### src/rtl/mem_arbiter_if.sv
`default_nettype none
// +----------------------------------------------------------------------+
// | Module      : mem_arbiter_if                                          |
// | Description : Request/acknowledge bundle between one memory master    |
// |               and the arbiter.                                        |
// |   req   : transaction request, held until ack                         |
// |   we    : 1 = write, 0 = read (stable while req)                      |
// |   addr  : 4-bit word address (stable while req)                       |
// |   wdata : 8-bit write data (stable while req)                         |
// |   ack   : one-cycle completion pulse                                  |
// |   rdata : registered read data, valid from the ack cycle              |
// | Revision    : 1.0 - initial release                                   |
// +----------------------------------------------------------------------+
interface mem_arbiter_if;
  logic       req;
  logic       we;
  logic [3:0] addr;
  logic [7:0] wdata;
  logic       ack;
  logic [7:0] rdata;

  // Master issues transactions, slave (the arbiter) completes them.
  modport master (output req, we, addr, wdata, input ack, rdata);
  modport slave  (input req, we, addr, wdata, output ack, rdata);
endinterface
`default_nettype wire

### src/rtl/mem_arbiter.sv
`default_nettype none
// +----------------------------------------------------------------------+
// | Module      : mem_arbiter                                             |
// | Description : Shares a single-port 16x8 memory (combinational read,   |
// |               write on rising clk) between two masters. One winner    |
// |               per transaction; IDLE -> ACCESS -> DONE, one            |
// |               transaction every 3 cycles.                             |
// | Ports       :                                                         |
// |   clk            : system clock                                       |
// |   rst_n          : asynchronous active-low reset                      |
// |   rq0_if, rq1_if : requester bundles (slave side)                     |
// |   mem_address_o  : memory address (registered)                        |
// |   mem_data_in_o  : memory write data (registered)                     |
// |   mem_write_o    : memory write enable, high only in ACCESS           |
// |   mem_data_out_i : memory read data                                   |
// |   busy_o         : high whenever the arbiter is not IDLE              |
// | Options     : MEM_ARB_FIXED_PRIO_EN - requester 0 always wins         |
// |               simultaneous requests (no round-robin pointer).         |
// |               Undefined (default): round-robin.                       |
// | Revision    : 1.0 - initial release                                   |
// +----------------------------------------------------------------------+
module mem_arbiter (
  input  wire logic       clk,
  input  wire logic       rst_n,
  mem_arbiter_if.slave    rq0_if,
  mem_arbiter_if.slave    rq1_if,
  output logic [3:0]      mem_address_o,
  output logic [7:0]      mem_data_in_o,
  output logic            mem_write_o,
  input  wire logic [7:0] mem_data_out_i,
  output logic            busy_o
);

  localparam logic [1:0] S_IDLE   = 2'd0;
  localparam logic [1:0] S_ACCESS = 2'd1;
  localparam logic [1:0] S_DONE   = 2'd2;

  logic [1:0] state_q,  state_d;
  logic       winner_q, winner_d;
  logic [3:0] addr_q,   addr_d;
  logic [7:0] wdata_q,  wdata_d;
  logic       write_q,  write_d;
  logic       ack0_q,   ack0_d;
  logic       ack1_q,   ack1_d;
  logic [7:0] rdata0_q, rdata0_d;
  logic [7:0] rdata1_q, rdata1_d;

  logic       w_any_req;
  logic       w_grant;   // 0 = requester 0 wins, 1 = requester 1 wins

  assign w_any_req = rq0_if.req | rq1_if.req;

`ifdef MEM_ARB_FIXED_PRIO_EN
  // Requester 1 only wins when requester 0 is silent.
  assign w_grant = ~rq0_if.req;
`else
  logic ptr_q, ptr_d;

  // A lone requester always wins; a tie goes to the pointer side.
  assign w_grant = (rq0_if.req & rq1_if.req) ? ptr_q : rq1_if.req;

  always_comb begin
    ptr_d = ptr_q;
    if (state_q == S_IDLE && w_any_req) begin
      ptr_d = ~w_grant;
    end
  end

  always_ff @(posedge clk or negedge rst_n) begin
    if (!rst_n) begin
      ptr_q <= 1'b0;
    end else begin
      ptr_q <= ptr_d;
    end
  end
`endif

  always_comb begin
    state_d  = state_q;
    winner_d = winner_q;
    addr_d   = addr_q;
    wdata_d  = wdata_q;
    write_d  = 1'b0;      // write enable only survives into ACCESS
    ack0_d   = 1'b0;
    ack1_d   = 1'b0;
    rdata0_d = rdata0_q;
    rdata1_d = rdata1_q;

    case (state_q)
      S_IDLE: begin
        if (w_any_req) begin
          winner_d = w_grant;
          addr_d   = w_grant ? rq1_if.addr  : rq0_if.addr;
          wdata_d  = w_grant ? rq1_if.wdata : rq0_if.wdata;
          write_d  = w_grant ? rq1_if.we    : rq0_if.we;
          state_d  = S_ACCESS;
        end
      end
      S_ACCESS: begin
        // Capture read data at the same edge the memory would write, so a
        // read sees the contents before that edge.
        if (!write_q) begin
          if (winner_q) rdata1_d = mem_data_out_i;
          else          rdata0_d = mem_data_out_i;
        end
        ack0_d  = ~winner_q;
        ack1_d  = winner_q;
        state_d = S_DONE;
      end
      S_DONE: begin
        // Requests are deliberately ignored here: the winner still holds
        // req during its ack cycle.
        state_d = S_IDLE;
      end
      default: begin
        state_d = S_IDLE;
      end
    endcase
  end

  // Async reset clears mem_write immediately, so an in-flight write is
  // dropped before its memory edge.
  always_ff @(posedge clk or negedge rst_n) begin
    if (!rst_n) begin
      state_q  <= S_IDLE;
      winner_q <= 1'b0;
      addr_q   <= 4'd0;
      wdata_q  <= 8'd0;
      write_q  <= 1'b0;
      ack0_q   <= 1'b0;
      ack1_q   <= 1'b0;
      rdata0_q <= 8'd0;
      rdata1_q <= 8'd0;
    end else begin
      state_q  <= state_d;
      winner_q <= winner_d;
      addr_q   <= addr_d;
      wdata_q  <= wdata_d;
      write_q  <= write_d;
      ack0_q   <= ack0_d;
      ack1_q   <= ack1_d;
      rdata0_q <= rdata0_d;
      rdata1_q <= rdata1_d;
    end
  end

  assign mem_address_o = addr_q;
  assign mem_data_in_o = wdata_q;
  assign mem_write_o   = write_q;
  assign busy_o        = (state_q != S_IDLE);

  assign rq0_if.ack   = ack0_q;
  assign rq0_if.rdata = rdata0_q;
  assign rq1_if.ack   = ack1_q;
  assign rq1_if.rdata = rdata1_q;

endmodule
`default_nettype wire

### src/flat_wrapper.sv
// flat-port wrapper written by rule: the top's interface ports become plain ports
module mem_arbiter_flat 
  (clk, rst_n, mem_address_o, mem_data_in_o, mem_write_o, mem_data_out_i, busy_o, rq0_if_req, rq0_if_we, rq0_if_addr, rq0_if_wdata, rq0_if_ack, rq0_if_rdata, rq1_if_req, rq1_if_we, rq1_if_addr, rq1_if_wdata, rq1_if_ack, rq1_if_rdata);
  mem_arbiter_if rq0_if_i ();
  mem_arbiter_if rq1_if_i ();
  input  wire logic clk;
  input  wire logic rst_n;
  output logic [3:0] mem_address_o;
  output logic [7:0] mem_data_in_o;
  output logic mem_write_o;
  input  wire logic [7:0] mem_data_out_i;
  output logic busy_o;
  input wire logic [$bits(rq0_if_i.req)-1:0] rq0_if_req;
  input wire logic [$bits(rq0_if_i.we)-1:0] rq0_if_we;
  input wire logic [$bits(rq0_if_i.addr)-1:0] rq0_if_addr;
  input wire logic [$bits(rq0_if_i.wdata)-1:0] rq0_if_wdata;
  output wire logic [$bits(rq0_if_i.ack)-1:0] rq0_if_ack;
  output wire logic [$bits(rq0_if_i.rdata)-1:0] rq0_if_rdata;
  input wire logic [$bits(rq1_if_i.req)-1:0] rq1_if_req;
  input wire logic [$bits(rq1_if_i.we)-1:0] rq1_if_we;
  input wire logic [$bits(rq1_if_i.addr)-1:0] rq1_if_addr;
  input wire logic [$bits(rq1_if_i.wdata)-1:0] rq1_if_wdata;
  output wire logic [$bits(rq1_if_i.ack)-1:0] rq1_if_ack;
  output wire logic [$bits(rq1_if_i.rdata)-1:0] rq1_if_rdata;
  assign rq0_if_i.req = rq0_if_req;
  assign rq0_if_i.we = rq0_if_we;
  assign rq0_if_i.addr = rq0_if_addr;
  assign rq0_if_i.wdata = rq0_if_wdata;
  assign rq0_if_ack = rq0_if_i.ack;
  assign rq0_if_rdata = rq0_if_i.rdata;
  assign rq1_if_i.req = rq1_if_req;
  assign rq1_if_i.we = rq1_if_we;
  assign rq1_if_i.addr = rq1_if_addr;
  assign rq1_if_i.wdata = rq1_if_wdata;
  assign rq1_if_ack = rq1_if_i.ack;
  assign rq1_if_rdata = rq1_if_i.rdata;
  mem_arbiter u_core (.clk(clk), .rst_n(rst_n), .rq0_if(rq0_if_i), .rq1_if(rq1_if_i), .mem_address_o(mem_address_o), .mem_data_in_o(mem_data_in_o), .mem_write_o(mem_write_o), .mem_data_out_i(mem_data_out_i), .busy_o(busy_o));
endmodule
### config.mk
export PLATFORM = sky130hd
export DESIGN_NAME = mem_arbiter_flat
export DESIGN_NICKNAME = d
export VERILOG_FILES = /design/src/rtl/mem_arbiter_if.sv /design/src/rtl/mem_arbiter.sv /design/src/flat_wrapper.sv
export SDC_FILE = /design/constraint.sdc
export NUM_CORES = 1
export LEC_CHECK = 0
export ABC_AREA = 1
export BUFFER_PORTS_ARGS = -buffer_cell sky130_fd_sc_hd__buf_4
export CORE_MARGIN = 4
export CORE_UTILIZATION = 49
export CTS_CLUSTER_SIZE = 30
export DETAILED_ROUTE_END_ITERATION = 7
export PLACE_DENSITY = 0.94
export RECOVER_POWER = 50
export REMOVE_ABC_BUFFERS = 1
export SYNTH_ARGS = -nofsm -noshare
export SYNTH_HDL_FRONTEND = slang
export SYNTH_SLANG_ARGS = --single-unit
### constraint.sdc
create_clock -name clk -period 2.25 [get_ports clk]
set_input_delay 0.225 -clock clk [delete_from_list [all_inputs] [get_ports clk]]
set_output_delay 0.225 -clock clk [all_outputs]
set_load 0.03 [all_outputs]
* Word-level counts from Yosys, hierarchy flattened
Cells that the tools add are included.
Widths: inputs -> output; s select.
** Operators by class
- Equal/unequal tests :: 2
- Muxes and demuxes :: 10
- Bitwise logic cells :: 5
- Reductions and logical operators :: 6
** Operator list (count)
- $mux 8 :: 1
- $mux 1 :: 6
- $reduce_and 3->1 :: 2
- $mux 4 :: 1
- $pmux 2 s2 :: 1
- $not 1->1 :: 3
- $eq 2x1->1 const B :: 1
- $logic_not 2->1 :: 1
- $mux 2 :: 1
- $ne 2x1->1 const B :: 1
- $reduce_and 2->1 :: 1
- $reduce_bool 2->1 :: 1
- $and 1x1->1 :: 1
- $logic_and 1x1->1 :: 1
- $or 1x1->1 :: 1
** Word-level totals
- Register bits after elaboration :: 35
- Input port bits :: 38
- Logic and storage cells :: 33

* Logic depth before layout (Yosys ltp)
- Depth after elaboration :: 5
- Mapped depth :: 6
- Mapped depth without buffers :: 5

* Worst setup path before layout
No wires, ideal clock.
- Kind :: register to register
- Start point :: register u_core.state_q[1]
- End point :: register u_core.ptr_q
- Library setup time :: 126 ps
- Data arrival time :: 1115 ps
- Setup slack :: 1009 ps
- Stages on the path, launching flop included :: 6
- Path buffers :: 1
- Clock period less this slack :: 1241 ps
- Cell sequence :: dfrtp_1 -> inv_1 -> nand2_1 -> nor2_4 -> buf_6 -> o21ai_0
** On the way
- Longest elaborated chain between the ends :: 2
** RTL lines
- from (decl) :: line mem_arbiter.sv:38 : logic [1:0] state_q, state_d;
- from (signal assigned) :: line mem_arbiter.sv:135 : state_q <= state_d;
- $logic_not 2->1 :: line mem_arbiter.sv:64 : if (state_q == S_IDLE && w_any_req) begin
- $logic_and 1x1->1 :: line mem_arbiter.sv:64
- to (signal assigned) :: line mem_arbiter.sv:73 : ptr_q <= ptr_d;
- to (decl) :: line mem_arbiter.sv:57 : logic ptr_q, ptr_d;
No other way between the ends.
A chain may end at the register's enable or synchronous reset.

* Final worst setup path
- Start point :: register u_core.state_q[1]
- End point :: register u_core.wdata_q[4] (netlist: u_core.mem_data_in_o[4])
** On the way
- Longest elaborated chain between the ends :: 2
** RTL lines
- $logic_not 2->1 :: line mem_arbiter.sv:89 : case (state_q)
- $reduce_and 2->1 (no source line)
- to (signal assigned) :: line mem_arbiter.sv:138 : wdata_q <= wdata_d;
- to (decl) :: line mem_arbiter.sv:41 : logic [7:0] wdata_q, wdata_d;
No other way between the ends.

==> reports/results.ini <==
[worst_setup_path]
critical_path_class = reg -> reg
critical_path.slowest_cell = nor2_1
reg2reg_slack_ns = 0.66
path_max_fanout = 16
critPathMaxStageDelay_ns = 0.67
crit_path_cell_trace = inv_1 > nand2_1 > nor2_1 > nand3_1 > nand3_1
cp_common_cell = nand3_1
startpoint_type = flop
path_delay_family = simple AND/OR/NAND/NOR gates
arrival_ns = 1.85
critPathRequiredTime_ns = 2.51
critPathBufInv = 1
end_kind = flop

[layout]
drive_above_1_share_pct = 31.0
utilization_pct = 71.6
diodes = 0
fillers = 233
nNetsFinal = 263
design_area_um2 = 2030
syn2layout_area_growth_pct = 35.5

[routing]
vias_per_cell = 5.32
num_vias = 1368
drt_iter0_markers = 89
drc_errors = 0
ant_nets = 0
wl_um = 3550
wl_per_cell_um = 13.8
firstDrtPassIters = 4

[run_status]
status = finished, final reports clean

[place]
placed_cell_area_um2 = 1990
port_buffers = 69
place_congestion = 0.778
hpwl_um = 2730
post-place-ws_ns = 0.764

[yosys]
netlist.area_leader.share_pct = 58.5
ys.flop_type = dfrtp_1
synthArstFlopShare_pct = 100
ys_ff_latch = 35
synthTopCellsByArea = dfrtp_1 59%, nand2_1 8.5%, nand3_1 8.4%
seq_area_frac_synth_pct = 58.5
synth_common_cells = 35 x dfrtp_1, 34 x nand2_1, 25 x nand3_1
synth_cell_types = 17
synthCells = 156
yosysWarnings = 0
synth_most_common_cell = dfrtp_1
synth_area_um2 = 1500
syn_area_per_cell_um2 = 9.59
synth_largest_area_cell = dfrtp_1
synth_edf_count = 0

[sta]
finalCritPeriodShare_pct = 70.6
layout_setup_ws_ns = 0.661
max_slew.worst_pin.slew_ns = 0.874
rsz0062_at_grt = false
skew_ns = 0.00767
finalHoldViolCount = 0
whs_ns = 0.128
max_slew_margin_pct = 41.5
tns_ns = 0
fin_crit_ns = 1.59
setup_viol = 0
max_freq_ghz = 0.629
slew_viol_final = 0

[floorplan]
ios = 70
design.core.area_um2 = 2830
start_util_pct = 52.9
die_x_um = 63.3
num_rows = 19
die_area_um2 = 4000
die_h_um = 63.3

[clocking]
cts_buffers = 5
cts-htree-levels = 2
insertion_delay_ns = 0.33
cts_sinks = 35
cts_buffer_depth = 2
clock-root-buffer = clkbuf_4
cts.clk_slew.worst_paths_ns = 0.10
cts_tree = built

[power]
power_switching_mw = 1.51
p_leak_nw = 1.05
seqPwrFrac_pct = 34.5
pwr-share-clk_pct = 14.3
ir_drop_uv = 832
p_comb_share_pct = 51.2
swShare_pct = 46.8
p_int_mw = 1.71
power_density_nw_per_um2 = 1590

[grt]
grt_pass1_wl_um = 6240
antenna_found_initial = 0
groute.usage.overall_pct = 19.9
grt_max_degree = 36
grt_overflow = 0
grt_pass1_vias = 1341

[hold_path]
worstHoldPathType = in -> reg

[run]
maxCapViolCount = 0

## final timing paths
path,cells after the start,endpoint,from
max,5,u_core.mem_data_in_o[4]$_DFFE_PN0P_,u_core.state_q[1]$_DFFE_PN0P_
min reg2reg,2,u_core.rq1_if.rdata[1]$_DFFE_PN0P_,u_core.rq1_if.rdata[1]$_DFFE_PN0P_
min,3,u_core.mem_address_o[3]$_DFFE_PN0P_,rq0_if_addr[3]
max in group asynchronous,2,u_core.state_q[0]$_DFFE_PN0P_,rst_n
max reg2reg,5,u_core.mem_data_in_o[4]$_DFFE_PN0P_,u_core.state_q[1]$_DFFE_PN0P_
min in group asynchronous,2,u_core.rq1_if.rdata[4]$_DFFE_PN0P_,rst_n
## per-stage QoR
stage / cells / power (mW)
floorplan: 148 / 2.20
global placement: 248 / 2.83
detailed placement: 248 / 2.89
CTS: 257 / 3.36
global route: 257 / 3.48
finish: 257 / 3.22
## power by group through the flow
stage               clock, mW  combinational, mW  sequential (mW)
floorplan                   0              0.567             1.64
global placement            0               1.71             1.12
detailed placement          0               1.77             1.12
CTS                     0.473               1.77             1.12
global route            0.514               1.81             1.16
finish                  0.462               1.65             1.11
## layer usage
layer	vias up	global-route usage [%]	wire, µm
met2	75	29.9	1520
met3	6	8.70	399
li1	660	-	-
met4	0	6.20	48
met5	-	0	0
met1	627	25.8	1590
## flip-flops by register name (all words and copies together) (netlist names)
| signal | cells |
|---|---|
| u_core.mem_address_o | 4 |
| u_core.mem_data_in_o | 8 |
| u_core.mem_write_o | 1 |
| u_core.ptr_q | 1 |
| u_core.rq0_if.ack | 1 |
| u_core.rq0_if.rdata | 8 |
| u_core.rq1_if.ack | 1 |
| u_core.rq1_if.rdata | 8 |
| u_core.state_q | 2 |
| u_core.winner_q | 1 |
## layout make-up
class / count / area, µm² / share of cell area, %
inverters: 14 / 52.6 / 2.59
clock inverters: 2 / 35.0 / 1.73
well taps: 31 / 38.8 / 1.91
flip-flops and latches: 35 / 876 / 43.2
multi-input cells: 99 / 493 / 24.3
clock buffers: 6 / 51.3 / 2.53
repair buffers: 70 / 480 / 23.7
## what timing repair did
action	in CTS	in global routing
hold buffers	1	0
endpoints found under the hold margin	35	0
resized for setup	0	0
setup buffers	0	0
## layout by cell type (no fill, tap or decap), drive strengths merged
cell type / n
buf: 56
bufinv: 1
clkbuf: 19
clkinv: 1
dfrtp: 35
dlygate4sd3: 1
inv: 14
nand2: 34
nand3: 27
nand4: 13
nor2: 6
o21ai: 19
## worst reg2reg max path, delay by kind of cell (launching register included)
kind          cells  cell delay [ns]
buf+inv           1             0.07
flops             1             0.42
simple gates      4             1.04
## kinds of logic (layout without fill, tap and decap cells)
group,after synthesis,count (layout),share of synthesized area (%)
AND/OR/NAND/NOR,80,80,27.3
AO/OA/AOI/OAI,19,19,6.61
buffers and inverters,22,92,7.52
flip-flops,35,35,58.5
(Power assumes the default switching activity.)
